==> src/rtl/aidc_lite_block_pack.sv <==
// AIDC-Lite block packer: collects compressed words into a 512-bit line and emits it, or the raw line on failure.
// Optional AIDC_LITE_MIN_GAIN_EN: full-length (8-word) successful blocks are emitted raw.
module aidc_lite_block_pack (
    input  logic         clk,
    input  logic         rst,
    input  logic         raw_valid_i,
    output logic         raw_ready_o,
    input  logic [511:0] raw_data_i,
    input  logic         wr_valid_i,
    input  logic [2:0]   wr_addr_i,
    input  logic [63:0]  wr_data_i,
    input  logic         done_i,
    input  logic         fail_i,
    output logic         valid_o,
    input  logic         ready_i,
    output logic [511:0] data_o,
    output logic         comp_o,
    output logic [3:0]   len_o,
    output logic         err_o
);

    typedef enum logic [1:0] {IDLE, COLLECT, OUT} state_t;

    state_t       state_q, state_d;
    logic [511:0] raw_q, raw_d;
    logic [511:0] line_q, line_d;
    logic [511:0] data_q, data_d;
    logic         comp_q, comp_d;
    logic [3:0]   len_q, len_d;
    logic [3:0]   max_q, max_d;
    logic [7:0]   mask_q, mask_d;
    logic         done_q;
    logic         err_q, err_d;

    logic         rise;
    logic         wr_hit;
    logic [511:0] line_w;
    logic [3:0]   len_w;
    logic [3:0]   addr_len;
    logic         use_comp;

    always_comb begin
        state_d  = state_q;
        raw_d    = raw_q;
        line_d   = line_q;
        data_d   = data_q;
        comp_d   = comp_q;
        len_d    = len_q;
        max_d    = max_q;
        mask_d   = mask_q;
        err_d    = err_q;
        rise     = done_i & ~done_q;
        wr_hit   = wr_valid_i & (state_q == COLLECT);
        addr_len = {1'b0, wr_addr_i} + 4'd1;

        // A write landing in the completion cycle must be part of the packed line
        line_w = line_q;
        for (int i = 0; i < 8; i++) begin
            if (wr_hit && (wr_addr_i == i[2:0])) begin
                line_w[511-64*i -: 64] = wr_data_i;
            end
        end
        len_w = max_q;
        if (wr_hit && (addr_len > max_q)) begin
            len_w = addr_len;
        end

`ifdef AIDC_LITE_MIN_GAIN_EN
        use_comp = ~fail_i & (len_w != 4'd0) & (len_w != 4'd8);
`else
        use_comp = ~fail_i & (len_w != 4'd0);
`endif

        if (wr_valid_i && (state_q != COLLECT)) begin
            err_d = 1'b1;
        end
        if (rise && (state_q != COLLECT)) begin
            err_d = 1'b1;
        end
        if (wr_hit && mask_q[wr_addr_i]) begin
            err_d = 1'b1;
        end

        unique case (state_q)
            IDLE: begin
                if (raw_valid_i) begin
                    raw_d   = raw_data_i;
                    line_d  = '0;
                    max_d   = 4'd0;
                    mask_d  = 8'd0;
                    state_d = COLLECT;
                end
            end
            COLLECT: begin
                line_d = line_w;
                max_d  = len_w;
                if (wr_hit) begin
                    mask_d = mask_q | (8'd1 << wr_addr_i);
                end
                if (rise) begin
                    state_d = OUT;
                    if (use_comp) begin
                        data_d = line_w;
                        comp_d = 1'b1;
                        len_d  = len_w;
                    end else begin
                        data_d = raw_q;
                        comp_d = 1'b0;
                        len_d  = 4'd8;
                    end
                end
            end
            OUT: begin
                if (ready_i) begin
                    state_d = IDLE;
                end
            end
            default: state_d = IDLE;
        endcase
    end

    always_ff @(posedge clk or posedge rst) begin
        if (rst) begin
            state_q <= IDLE;
            raw_q   <= '0;
            line_q  <= '0;
            data_q  <= '0;
            comp_q  <= 1'b0;
            len_q   <= 4'd0;
            max_q   <= 4'd0;
            mask_q  <= 8'd0;
            done_q  <= 1'b1;
            err_q   <= 1'b0;
        end else begin
            state_q <= state_d;
            raw_q   <= raw_d;
            line_q  <= line_d;
            data_q  <= data_d;
            comp_q  <= comp_d;
            len_q   <= len_d;
            max_q   <= max_d;
            mask_q  <= mask_d;
            done_q  <= done_i;
            err_q   <= err_d;
        end
    end

    assign raw_ready_o = (state_q == IDLE);
    assign valid_o     = (state_q == OUT);
    assign data_o      = data_q;
    assign comp_o      = comp_q;
    assign len_o       = len_q;
    assign err_o       = err_q;

endmodule

==> config.mk <==
export PLATFORM = sky130hd
export DESIGN_NAME = aidc_lite_block_pack
export DESIGN_NICKNAME = d
export VERILOG_FILES = /design/src/rtl/aidc_lite_block_pack.sv
export SDC_FILE = /design/constraint.sdc
export NUM_CORES = 2
export LEC_CHECK = 0
export ABC_CLOCK_PERIOD_IN_PS = 58900
export CORE_AREA = 3 3 432 434
export CTS_CLUSTER_SIZE = 20
export DETAILED_ROUTE_END_ITERATION = 16
export DIE_AREA = 0 0 435 437
export PLACE_DENSITY = 0.67
export SLEW_MARGIN = 20
export SYNTH_ARGS = -nofsm -noshare
export SYNTH_HDL_FRONTEND = slang
export SYNTH_SLANG_ARGS = --single-unit
==> constraint.sdc <==
create_clock -name clk -period 58.9 [get_ports clk]
set_clock_uncertainty 0.2 [all_clocks]
set_input_delay 8.835 -clock clk [delete_from_list [all_inputs] [get_ports clk]]
set_output_delay 8.835 -clock clk [all_outputs]
set_load 0.1 [all_outputs]
==> impl_metrics.py <==
metrics = {
    "outcome": {
        "outcome": "complete, no violations",
    },
    "critical_path": {
        "reg2reg_to": "data_o[501]",
        "end_kind": "flop",
        "crit_type": "input pin to flop",
        "rrSetupSlack_ns": 53.78,
        "arrival_ns": 13.98,
        "critPathMaxFanout": 203,
        "startpoint": "wr_addr_i[0]",
        "critPathLaunchType": "input pin",
        "endpoint": "data_o[501]",
        "r2r-start": "state_q[1]",
        "r2r_cells": 8,
        "worstPathRequired_ns": 59.40,
    },
    "clock_tree": {
        "h-tree-depth": 4,
        "cts.sinks": 1557,
        "cts_tree": "built",
        "cts_buffer_depth": 3,
        "cts-buffers-inserted": 170,
        "insertion_delay_ns": 0.84,
        "hold_buffers": 0,
        "cts_root_buffer": "clkbuf_16",
        "postCtsSetupBuffers": 0,
        "cts_resized": 0,
        "clk_pin_slew_worst_paths_ns": 0.06,
    },
    "timing": {
        "rsz0062_at_grt": "no",
        "final_max_slew_viol_count": 0,
        "tightest_slew_ns": 1.29,
        "fin_setup_tns_ns": 0,
        "finalHoldViolCount": 0,
        "setup_violations": 0,
        "slew_headroom_pct": 13.9,
        "period_needed_ns": 13.48,
        "holdWs_ns": 0.266,
        "fmax_ghz": 0.0742,
        "min_period_over_period_pct": 22.9,
    },
    "die": {
        "core_um2": 183000,
        "die_width_um": 435,
        "fp.dieH_um": 437,
        "start_util_pct": 37.6,
        "ios": 1106,
        "rows": 157,
        "die_area_um2": 190000,
    },
    "placement": {
        "dp_hpwl_um": 189000,
        "port_buffers": 1105,
        "routabilityCongestion": 0.876,
    },
    "power_and_ir_drop": {
        "power_frac_seq_pct": 32.8,
        "p_leak_nw": 40.4,
        "p_per_area_nw_per_um2": 63.5,
        "p_switching_mw": 2.76,
        "switching_share_pct": 49.9,
        "peakVddDrop_mv": 0.0524,
        "combPwrFrac_pct": 47.7,
        "intPower_mw": 2.78,
        "clkPwrFrac_pct": 19.5,
    },
    "logic_synthesis": {
        "yosys_register_bits": 1557,
        "ys_seq_area_share_pct": 56.6,
        "netlist_area_um2": 68900,
        "synth_top_flop_cell": "dfrtp_1",
        "async_reset_ff_share_pct": 100,
        "yosysUniqueCellTypes": 40,
        "syn_nets": 8526,
        "synthCells": 7930,
        "avgSynthCellArea_um2": 8.69,
        "synth_warnings": 0,
        "synth-edff-count": 0,
    },
    "routing": {
        "avgViaCountPerCell": 5.45,
        "drt.antenna.violating_nets": 0,
        "drc": 0,
        "wirelength_um": 285000,
        "vias": 61800,
        "wl_per_cell_um": 25.1,
        "drtIter0Drc": 7098,
        "drt_first_pass_iters": 6,
    },
    "global_routing": {
        "grt_pass1_wl_um": 412000,
        "antenna_found_initial": 73,
        "grt_pass1_vias": 59900,
        "track_usage_pct": 29.1,
        "grt-ovfl-total": 0,
        "grt_max_degree": 232,
    },
    "final_layout": {
        "area_growth_pct": 26.6,
        "final_nets": 9291,
        "drive_gt1_share_pct": 5.79,
        "n_fill_cell": 17300,
    },
    "flow_run": {
        "max-cap-violations": 0,
    },
    "hold_path": {
        "hp-class": "flop to flop",
    },
}
-- power groups by stage --
stage               combinational, mW  clock, mW  sequential, mW
floorplan                       0.857          0            2.84
global placement                 2.60          0            1.81
detailed placement               2.64          0            1.82
CTS                              2.65       1.10            1.81
global route                     2.81       1.14            1.86
finish                           2.64       1.08            1.82
-- cell type report --
type	count	area, µm²	area share (%)
antenna	51	128	0.146
tap	2464	3080	3.54
inverter	13	56.3	0.0646
timing repair buffer	1225	12000	13.8
clock inverter	57	662	0.759
multi-input combinational	5728	27400	31.4
clock buffer	244	4900	5.62
sequential	1557	39000	44.7
-- layout by cell type (no fill, tap or decap), types with 124 or more instances in the layout --
cell type,n
nand2_1,2259
dfrtp_1,1556
clkdlybuf4s50_1,1065
o21ai_0,906
nor2_1,771
a21oi_1,524
nand3_1,508
a21o_1,316
clkbuf_16,172
nand2b_1,133
a22o_1,133
buf_4,124
-- logic make-up (layout without fill, tap and decap cells) --
kind of cell / after synthesis / in the layout / share of synthesized area [%]
and+or+nand+nor: 3697 / 3697 / 21.6
AOI/OAI and AO/OA: 1890 / 1890 / 15.7
DFF: 1557 / 1557 / 56.6
buffers and inverters: 645 / 1539 / 3.91
muxes: 131 / 131 / 2.06
adders and majority gates: 10 / 10 / 0.182
other: 0 / 51 / 0
-- worst max-delay path: stages --
cell	delay, ns
clkdlybuf4s50_1	0.64
ha_1	0.35
ha_1	0.30
inv_1	0.07
ha_1	0.30
nand4_1	0.09
nand3_1	0.11
a2bb2oi_1	0.34
o211a_4	0.62
buf_12	0.77
buf_4	0.94
a21oi_1	0.20
a22o_1	0.27
-- worst min path at each step --
stage	slack, ns	cells after the start	end	start
after detailed placement	0.25	2	raw_q[412]	raw_q[412]
after floorplan	0.24	2	raw_q[325]	raw_q[325]
after global routing	0.29	2	raw_q[434]	raw_q[434]
final	0.27	2	raw_q[412]	raw_q[412]
after global placement	0.25	2	raw_q[440]	raw_q[440]
after CTS	0.27	2	raw_q[400]	raw_q[400]
-- synthesized netlist by cell type (2+ instances only) --
cell	n	area (µm²)
nand2_1	2267	8510
dfrtp_1	1556	38900
o21ai_0	906	4530
nor2_1	771	2890
a21oi_1	524	2620
nand3_1	512	2560
clkbuf_1	491	1840
a21o_1	316	2370
nand2b_1	134	838
a22o_1	133	1160
buf_2	92	460
mux2i_1	65	651
mux2_2	64	721
buf_1	27	101
buf_6	21	236
inv_1	12	45.0
ha_1	10	125
a31oi_1	2	12.5
and2_1	2	12.5
nor2b_1	2	12.5
nor4_1	2	12.5
o211a_1	2	20.0
o21bai_1	2	15.0
-- metal layers --
layer	up-vias	wire length [µm]	GRT usage [%]
li1	27800	-	-
met1	30700	114000	37.4
met2	2726	129000	44.1
met3	560	23900	7.85
met4	24	17700	17.1
met5	-	162	0
-- metrics by stage --
step | instance area, µm² | utilization [%] | setup WS (ns) | cells | power, mW
after floorplan | 68900 | - | 5.94 | 7930 | 3.70
after global placement | 81400 | 44.5 | 44.65 | 11000 | 4.41
after detailed placement | 81400 | 44.5 | 44.55 | 11000 | 4.46
after CTS | 87000 | 47.5 | 45.42 | 11300 | 5.55
after global routing | 87100 | 47.6 | 45.13 | 11300 | 5.80
final | 87200 | 47.6 | 45.42 | 11300 | 5.54
-- state kept, by name, indices dropped and copies added (netlist names) --
signal	count
comp_o	1
raw_q	512
err_o	1
len_o	4
data_o	512
line_q	512
done_q	1
max_q	4
mask_q	8
state_q	2
(Power assumes the default switching activity.)
